`config.mk`:
```
export PLATFORM = sky130hd
export DESIGN_NAME = isp_frame_loader
export DESIGN_NICKNAME = d
export VERILOG_FILES = /design/src/rtl/isp_frame_loader.sv
export SDC_FILE = /design/constraint.sdc
export NUM_CORES = 1
export LEC_CHECK = 0
export ABC_AREA = 1
export BUFFER_PORTS_ARGS = -buffer_cell sky130_fd_sc_hd__buf_2
export CAP_MARGIN = 20
export CELL_PAD_IN_SITES_DETAIL_PLACEMENT = 0
export CELL_PAD_IN_SITES_GLOBAL_PLACEMENT = 1
export CORE_MARGIN = 2
export CORE_UTILIZATION = 25
export CTS_CLUSTER_SIZE = 16
export DETAILED_ROUTE_END_ITERATION = 10
export HOLD_SLACK_MARGIN = 0.08
export MAX_ROUTING_LAYER = met4
export PLACE_DENSITY_LB_ADDON = 0.15
export SLEW_MARGIN = 30
export SYNTH_ARGS = -nofsm -noshare
export SYNTH_HDL_FRONTEND = slang
export SYNTH_SLANG_ARGS = --single-unit
```
`constraint.sdc`:
```
create_clock -name clock -period 1.7 [get_ports clock]
set_input_delay 0.255 -clock clock [delete_from_list [all_inputs] [get_ports clock]]
set_output_delay 0.255 -clock clock [all_outputs]
set_load 0.05 [all_outputs]
```
`src/rtl/isp_frame_loader.sv`:
```
// Host-side ISP loader: parses SYNC/COUNT/data/CHK frames into 32-bit words,
// writes them to the core's ISP port and starts the core after a good checksum.
// Optional macro ISP_TIMEOUT_EN enables an inter-byte timeout.
module isp_frame_loader #(
    parameter int         DATA_WIDTH     = 32,
    parameter int         ADDRESS_BITS   = 10,
    parameter int         PROG_BASE      = 0,
    parameter logic [7:0] SYNC_BYTE      = 8'hA5,
    parameter int         TIMEOUT_CYCLES = 65535
) (
    input  logic                    clock,
    input  logic                    reset,
    input  logic [7:0]              byte_in,
    input  logic                    byte_valid,
    output logic                    byte_ready,
    output logic [ADDRESS_BITS-1:0] isp_address,
    output logic [DATA_WIDTH-1:0]   isp_data,
    output logic                    isp_write,
    output logic                    core_reset,
    output logic                    start,
    output logic [ADDRESS_BITS-1:0] prog_address,
    output logic                    load_done,
    output logic                    load_error
);

    typedef enum logic [2:0] {
        ST_IDLE   = 3'd0,
        ST_CNT_LO = 3'd1,
        ST_CNT_HI = 3'd2,
        ST_DATA   = 3'd3,
        ST_CHECK  = 3'd4,
        ST_START  = 3'd5
    } state_t;

    localparam logic [ADDRESS_BITS-1:0] BASE_ADDR = ADDRESS_BITS'(PROG_BASE);

    if (DATA_WIDTH != 32) begin : g_bad_width
        $error("isp_frame_loader: DATA_WIDTH must be 32");
    end
    if ((TIMEOUT_CYCLES < 1) || (TIMEOUT_CYCLES > 65535)) begin : g_bad_timeout
        $error("isp_frame_loader: TIMEOUT_CYCLES must fit the 16-bit idle counter");
    end

    function automatic logic [7:0] chk_fold(input logic [7:0] acc, input logic [7:0] b);
        return acc ^ b;
    endfunction

    state_t                  state_r, state_s;
    logic [15:0]             count_r, count_s;
    logic [15:0]             word_cnt_r, word_cnt_s;
    logic [7:0]              chk_r, chk_s;
    logic [1:0]              idx_r, idx_s;
    logic [23:0]             word_buf_r, word_buf_s;
    logic [ADDRESS_BITS-1:0] isp_address_r, isp_address_s;
    logic [DATA_WIDTH-1:0]   isp_data_r, isp_data_s;
    logic                    isp_write_r, isp_write_s;
    logic                    core_reset_r, core_reset_s;
    logic                    start_r, start_s;
    logic                    load_done_r, load_done_s;
    logic                    load_error_r, load_error_s;
    logic                    accept_s;
`ifdef ISP_TIMEOUT_EN
    logic [15:0]             idle_cnt_r, idle_cnt_s;
`endif

    assign byte_ready   = (state_r != ST_START);
    assign accept_s     = byte_valid && byte_ready;
    assign isp_address  = isp_address_r;
    assign isp_data     = isp_data_r;
    assign isp_write    = isp_write_r;
    assign core_reset   = core_reset_r;
    assign start        = start_r;
    assign prog_address = BASE_ADDR;
    assign load_done    = load_done_r;
    assign load_error   = load_error_r;

    // Next-state and next-output decode for the frame parser.
    always_comb begin
        state_s      = state_r;
        count_s      = count_r;
        word_cnt_s   = word_cnt_r;
        chk_s        = chk_r;
        idx_s        = idx_r;
        word_buf_s   = word_buf_r;
        isp_data_s   = isp_data_r;
        isp_write_s  = 1'b0;
        start_s      = 1'b0;
        core_reset_s = core_reset_r;
        load_done_s  = load_done_r;
        load_error_s = load_error_r;
        // The address advances in the cycle after each write strobe.
        if (isp_write_r) begin
            isp_address_s = isp_address_r + ADDRESS_BITS'(1);
        end else begin
            isp_address_s = isp_address_r;
        end

        case (state_r)
            ST_IDLE: begin
                if (accept_s && (byte_in == SYNC_BYTE)) begin
                    core_reset_s  = 1'b1;
                    load_done_s   = 1'b0;
                    load_error_s  = 1'b0;
                    chk_s         = 8'h00;
                    idx_s         = 2'd0;
                    word_cnt_s    = 16'h0000;
                    isp_address_s = BASE_ADDR;
                    state_s       = ST_CNT_LO;
                end else begin
                    state_s = ST_IDLE;
                end
            end
            ST_CNT_LO: begin
                if (accept_s) begin
                    count_s = {count_r[15:8], byte_in};
                    chk_s   = chk_fold(chk_r, byte_in);
                    state_s = ST_CNT_HI;
                end else begin
                    state_s = ST_CNT_LO;
                end
            end
            ST_CNT_HI: begin
                if (accept_s) begin
                    count_s = {byte_in, count_r[7:0]};
                    chk_s   = chk_fold(chk_r, byte_in);
                    if ({byte_in, count_r[7:0]} == 16'h0000) begin
                        state_s = ST_CHECK;
                    end else begin
                        state_s = ST_DATA;
                    end
                end else begin
                    state_s = ST_CNT_HI;
                end
            end
            ST_DATA: begin
                if (accept_s) begin
                    chk_s = chk_fold(chk_r, byte_in);
                    if (idx_r == 2'd3) begin
                        isp_data_s  = DATA_WIDTH'({byte_in, word_buf_r});
                        isp_write_s = 1'b1;
                        idx_s       = 2'd0;
                        word_cnt_s  = word_cnt_r + 16'd1;
                        if (word_cnt_s == count_r) begin
                            state_s = ST_CHECK;
                        end else begin
                            state_s = ST_DATA;
                        end
                    end else begin
                        case (idx_r)
                            2'd0:    word_buf_s[7:0]   = byte_in;
                            2'd1:    word_buf_s[15:8]  = byte_in;
                            2'd2:    word_buf_s[23:16] = byte_in;
                            default: word_buf_s        = word_buf_r;
                        endcase
                        idx_s = idx_r + 2'd1;
                    end
                end else begin
                    state_s = ST_DATA;
                end
            end
            ST_CHECK: begin
                if (accept_s) begin
                    if (byte_in == chk_r) begin
                        core_reset_s = 1'b0;
                        state_s      = ST_START;
                    end else begin
                        load_error_s = 1'b1;
                        state_s      = ST_IDLE;
                    end
                end else begin
                    state_s = ST_CHECK;
                end
            end
            ST_START: begin
                start_s     = 1'b1;
                load_done_s = 1'b1;
                state_s     = ST_IDLE;
            end
            default: begin
                state_s = ST_IDLE;
            end
        endcase

`ifdef ISP_TIMEOUT_EN
        // A silent host aborts the frame but keeps the core held in reset.
        if ((state_r == ST_IDLE) || (state_r == ST_START) || accept_s) begin
            idle_cnt_s = 16'h0000;
        end else if (idle_cnt_r == 16'(TIMEOUT_CYCLES)) begin
            idle_cnt_s   = 16'h0000;
            load_error_s = 1'b1;
            state_s      = ST_IDLE;
        end else begin
            idle_cnt_s = idle_cnt_r + 16'd1;
        end
`endif
    end

    // State and output registers.
    always_ff @(posedge clock or negedge reset) begin
        if (!reset) begin
            state_r       <= ST_IDLE;
            count_r       <= 16'h0000;
            word_cnt_r    <= 16'h0000;
            chk_r         <= 8'h00;
            idx_r         <= 2'd0;
            word_buf_r    <= 24'h000000;
            isp_address_r <= BASE_ADDR;
            isp_data_r    <= '0;
            isp_write_r   <= 1'b0;
            core_reset_r  <= 1'b0;
            start_r       <= 1'b0;
            load_done_r   <= 1'b0;
            load_error_r  <= 1'b0;
`ifdef ISP_TIMEOUT_EN
            idle_cnt_r    <= 16'h0000;
`endif
        end else begin
            state_r       <= state_s;
            count_r       <= count_s;
            word_cnt_r    <= word_cnt_s;
            chk_r         <= chk_s;
            idx_r         <= idx_s;
            word_buf_r    <= word_buf_s;
            isp_address_r <= isp_address_s;
            isp_data_r    <= isp_data_s;
            isp_write_r   <= isp_write_s;
            core_reset_r  <= core_reset_s;
            start_r       <= start_s;
            load_done_r   <= load_done_s;
            load_error_r  <= load_error_s;
`ifdef ISP_TIMEOUT_EN
            idle_cnt_r    <= idle_cnt_s;
`endif
        end
    end

endmodule

```
After elaboration in Yosys (flattened, before gate mapping)
Cells that the tools add are included.
- add/sub/neg operators: 3
- reduce and logical (&&, ||, !) cells: 22
- multiplexer cells: 40
- bitwise operators: 4
- eq/ne operators: 20
- operators by type and width (kind ; count):
    $mux 16 ; 4
    $pmux 16 s2 ; 2
    $mux 10 ; 3
    $mux 8 ; 3
    $reduce_and 4->1 ; 6
    $mux 3 ; 7
    $add 16x1->16 const B ; 1
    $eq 16x16->1 ; 1
    $logic_not 16->1 ; 1
    $pmux 8 s2 ; 1
    $pmux 3 s5 ; 1
    $reduce_and 3->1 ; 5
    $ne 2x2->1 const B ; 6
    $mux 1 ; 11
    $add 10x1->10 const B ; 1
    $eq 8x8->1 ; 1
    $eq 8x8->1 const B ; 1
    $mux 2 ; 4
    $reduce_bool 2->1 ; 4
    $xor 8x8->8 ; 1
    $eq 3x2->1 const B ; 2
    $eq 3x3->1 const B ; 2
    $ne 3x3->1 const B ; 2
    $pmux 1 s2 ; 3
    other kinds (12) ; 16
- register bits: 116
- bits of input ports: 11
- logic and storage cells: 105

Depth between registers and ports, before layout
- word-level depth: 6
- mapped depth: 14
- depth with buffers taken out: 14

Least setup slack after synthesis
Ideal clock, no wire load.
- kind: reg2reg
- start: register isp_address_r[1], in the netlist isp_address[1]
- end: register isp_address_r[8], in the netlist isp_address[8]
- path slack: -86 ps
- clock period less this slack: 1786 ps
- stages on the path, launching flop included: 10
- data required time: 1622 ps
- arrival: 1708 ps
- cells stage by stage: dfrtp_1 -> ha_1 -> inv_1 -> nor3_1 -> nand2_1 -> nor2_1 -> inv_1 -> nor2_1 -> o21ai_0 -> a21oi_1
- cells in the longest elaborated chain, start to end: 4
- RTL lines (element ; line ; source):
    from (decl) ; 54 ; logic [ADDRESS_BITS-1:0] isp_address_r, isp_address_s;
    from (signal assigned) ; 224 ; isp_address_r <= isp_address_s;
    $add 10x1->10 (*) ; 93 ; isp_address_s = isp_address_r + ADDRESS_BITS'(1);
    $mux 10 (*) ; 92 ; if (isp_write_r) begin
    $mux 10 ; 100 ; if (accept_s && (byte_in == SYNC_BYTE)) begin
    $mux 10 (*) ; 98 ; case (state_r)
    net isp_address_s[8] ; 54 ;
The timed path passes the listed nets; every way through them passes the cells marked *.
A chain may end at the register's enable or synchronous reset.

Final worst setup path
- start: register word_cnt_r[0]
- end: register state_r[0]
- cells in the longest elaborated chain, start to end: 6
- RTL lines (element ; line ; source):
    from (decl) ; 50 ; logic [15:0] word_cnt_r, word_cnt_s;
    from (signal assigned) ; 220 ; word_cnt_r <= word_cnt_s;
    $add 16x1->16 ; 142 ; word_cnt_s = word_cnt_r + 16'd1;
    $eq 16x16->1 ; 143 ; if (word_cnt_s == count_r) begin
    $mux 3 ; 143 ;
    $mux 3 ; 138 ; if (idx_r == 2'd3) begin
    $mux 3 ; 136 ; if (accept_s) begin
    $pmux 3 s5 ; 98 ;
    to (signal assigned) ; 218 ; state_r <= state_s;
    to (decl) ; 48 ; state_t state_r, state_s;
No other way between the ends. The select of a mux whose other input is x is not followed.

==> impl_results.md <==
* Chip Height at ~150 um
* Diode count at 0
* CP startpoint kind: flop
* Vias in the first global route at roughly 5000
* First-pass GRT wire length at 26600 um
* Asr flop ratio synth at 1.00
* Initial DRC Count at 220
* Clock Skews at 16.7 ps
* Total Power at approximately 14000 uW
* Post-Synthesis Cells at 678
* Clock buffer depth at 2
* Main synth FF type: dfrtp_1
* Setup ws final at -194 ps
* Initial Util at 0.256
* Total CTS buffers at 17
* Placed insts at 1074
* Synth-to-Final Area Change at 36.6%
* Clock root buffer: clkbuf_16
* Design Area, Final at roughly 0.0077 mm2
* Worst vdd ir at 0.000669 V
* Critical Path AT at 2200 ps
* Placed Area at around 0.0068 mm2
* R2r setup slk at -190 ps
* Failing checks: negative setup slack
* Req. time, crit path at 2010 ps
* Final min period at 1890 ps
* Final cell count without fillers at 1119
* Outcome: complete, but fails checks
* Die X at 154 um
* Worst min-delay path class: in2reg
* DR WL/cell at 14.8 um
* Largest net degree at the start of global routing at 37
* Crit. End Element: flop
* Post-synth EDFFs at 0
* Max-cap violations at 0
* Unique masters post-synth at 38
* Synthesized area per cell at 8.27 um2
* CTS clk-pin slew, worst paths at 60 ps
* Crit path kind: reg2reg
* Synth top area cells: dfrtp_1, nand2_1, nand3_1, inv_1, o21ai_0
* Hold Crit Depth at 3
* PD cells at about 1800 mW/mm2
* Cell taking the most area after synthesis: dfrtp_1
* Row cnt at 54
* Hold Worst Slack at about 110 ps
* Leakage power at 0.00386 uW
* DP HPWL at 12000 um
* Tcrit/Tclk final at 1.11
* Warnings, synthesis at 0
* Slew Limit Fails at 0
* CTS tree: built
* 1st-pass router iterations at 4
* Drt total wl at 16500 um
* Residual DRC count at 0
* RSZ-0062 raised after global routing: yes
* Register area share after synthesis at 0.518
* Port bufs at 58
* GRT overflow at 0
* Final count of negative-setup-slack endpoints at 10
* Tot GR Track Use at 0.149
* Die ar. at 0.0236 mm2
* Synthesis-stage register bit count at ~120
* Core box area at 0.0219 mm2
* Worst-Skew Late Latency at about 430 ps
* Boundary pin count at 69
* Initial antenna violation count at 0
* Yosys top cell area share at 0.518
* Vias/cell at 4.40
* Max Clock Freq at 528 MHz
* H-tree Lvls at 4
* Share of post-route cells with drive strength above 1 at 0.288
* Mapped cell area at 0.00560 mm2
* Routability cong. at 0.824
* Vias at 4921
* Final Net Count at 843
* Crit Path Max Fanout at 6
* FF-to-FF path depth at 11
* Final hold violations at 0
* Final antenna-violating net count at 0
* Clock sink total at 116
critical path, cell delays in order, from the launching register on:
cell and delay [ps]:
dfrtp_2 400, ha_4 180, nand2_4 50, nor2_4 170, buf_6 130, nand3_4 80
xor3_1 310, nand3_2 110, nor2_4 130, nand2_1 60, nand2_1 80, nand3_1 70
flip-flops by register name (all words and copies together), names as in the netlist:
register / cells
isp_write: 1
isp_address: 10
core_reset: 1
start: 1
count_r: 16
chk_r: 8
state_r: 3
idx_r: 2
word_buf_r: 24
word_cnt_r: 16
load_error: 1
load_done: 1
isp_data: 32
cells in the final DEF, fill, tap and decap left out, types with 3 or more instances in the layout:
master       n
a21oi_1      9
buf_12       3
buf_2       57
buf_4       79
buf_6        6
clkbuf_16   17
clkinv_4     3
conb_1      10
dfrtp_1    110
dfrtp_2      6
ha_1         5
inv_1       63
inv_2        4
inv_6        8
nand2_1    196
nand2_2     15
nand2_4      4
nand3_1     62
nand3_2      6
nand3b_1     6
nand4_1     10
nor2_1      24
nor2_2       7
nor2_4      11
nor3_1       4
nor4_1       4
o21ai_0     32
o21ai_1     33
o22ai_1      7
xnor2_1      4
xor2_1      11
area by class of cell:
class / instances / area (um2)
Inverter: 67 / 251
Timing Repair Buffer: 146 / 1020
Multi-Input combinational cell: 478 / 2530
Clock inverter: 15 / 169
Sequential cell: 116 / 2910
Fill cell: 2354 / 14200
Clock buffer: 17 / 425
Tap cell: 280 / 350
layer usage:
metal	up-vias	wire length, um	GRT usage
met2	78	7760	0.233
met4	0	230	0.0498
li1	2473	-	-
met1	2356	8020	0.191
met3	14	519	0.0321
met5	-	0	-
final timing paths:
kind,from,endpoint
max,word_cnt_r[0],state_r[0]
min,byte_in[2],count_r[10]
max reg2reg,word_cnt_r[0],state_r[0]
min reg2reg,isp_data[10],isp_data[10]
max in group asynchronous,reset,isp_data[19]
min in group asynchronous,reset,isp_data[1]
synth_stat cells, types with 2 or more instances:
cell type,instances
nor2_1,34
inv_2,2
o22ai_1,7
nand2_2,6
nor3_1,5
buf_4,11
a21oi_1,9
clkbuf_1,7
o21ai_0,34
or2_2,2
o31ai_1,2
nor4_1,4
nand3b_1,6
nor2_2,6
xor2_1,11
nand3_1,69
dfrtp_1,116
ha_1,6
o21ai_1,31
xnor2_1,4
nor2_4,2
nand4_1,10
inv_1,65
buf_2,9
nand2_1,207
power breakdown:
part,internal (uW),total (uW),switching (uW)
Clock,2200,3670,1470
Sequential,3830,4570,745
Combinational,1800,5270,3470
Total,7820,13500,5680
per-stage QoR:
step                 util  setup slack [ps]  setup TNS [ps]
floorplan               -              10.8               0
global placement    0.308              -141            -990
detailed placement  0.308              -192            -704
CTS                 0.338              -121            -332
global route        0.350              -308           -5190
finish              0.350              -194            -999
logic make-up (layout without fill, tap and decap cells):
logic type,Yosys count,count (layout),share of synthesized area
flops,116,116,0.518
xor+xnor,16,16,0.0277
other cells,1,10,0.000669
buf+inv,94,245,0.0723
compound gates,88,88,0.0837
fa+ha+maj,6,6,0.0134
simple gates,357,358,0.284
what timing repair did:
item                       CTS  global route
hold buffers                 1             0
gates resized for setup     11            48
setup buffers                1            10
pin swaps                    4            22
cloned                       0             1
hold endpoints to repair    28             0
setup endpoints to repair   34            97
Power figures use the tool's default switching activity.
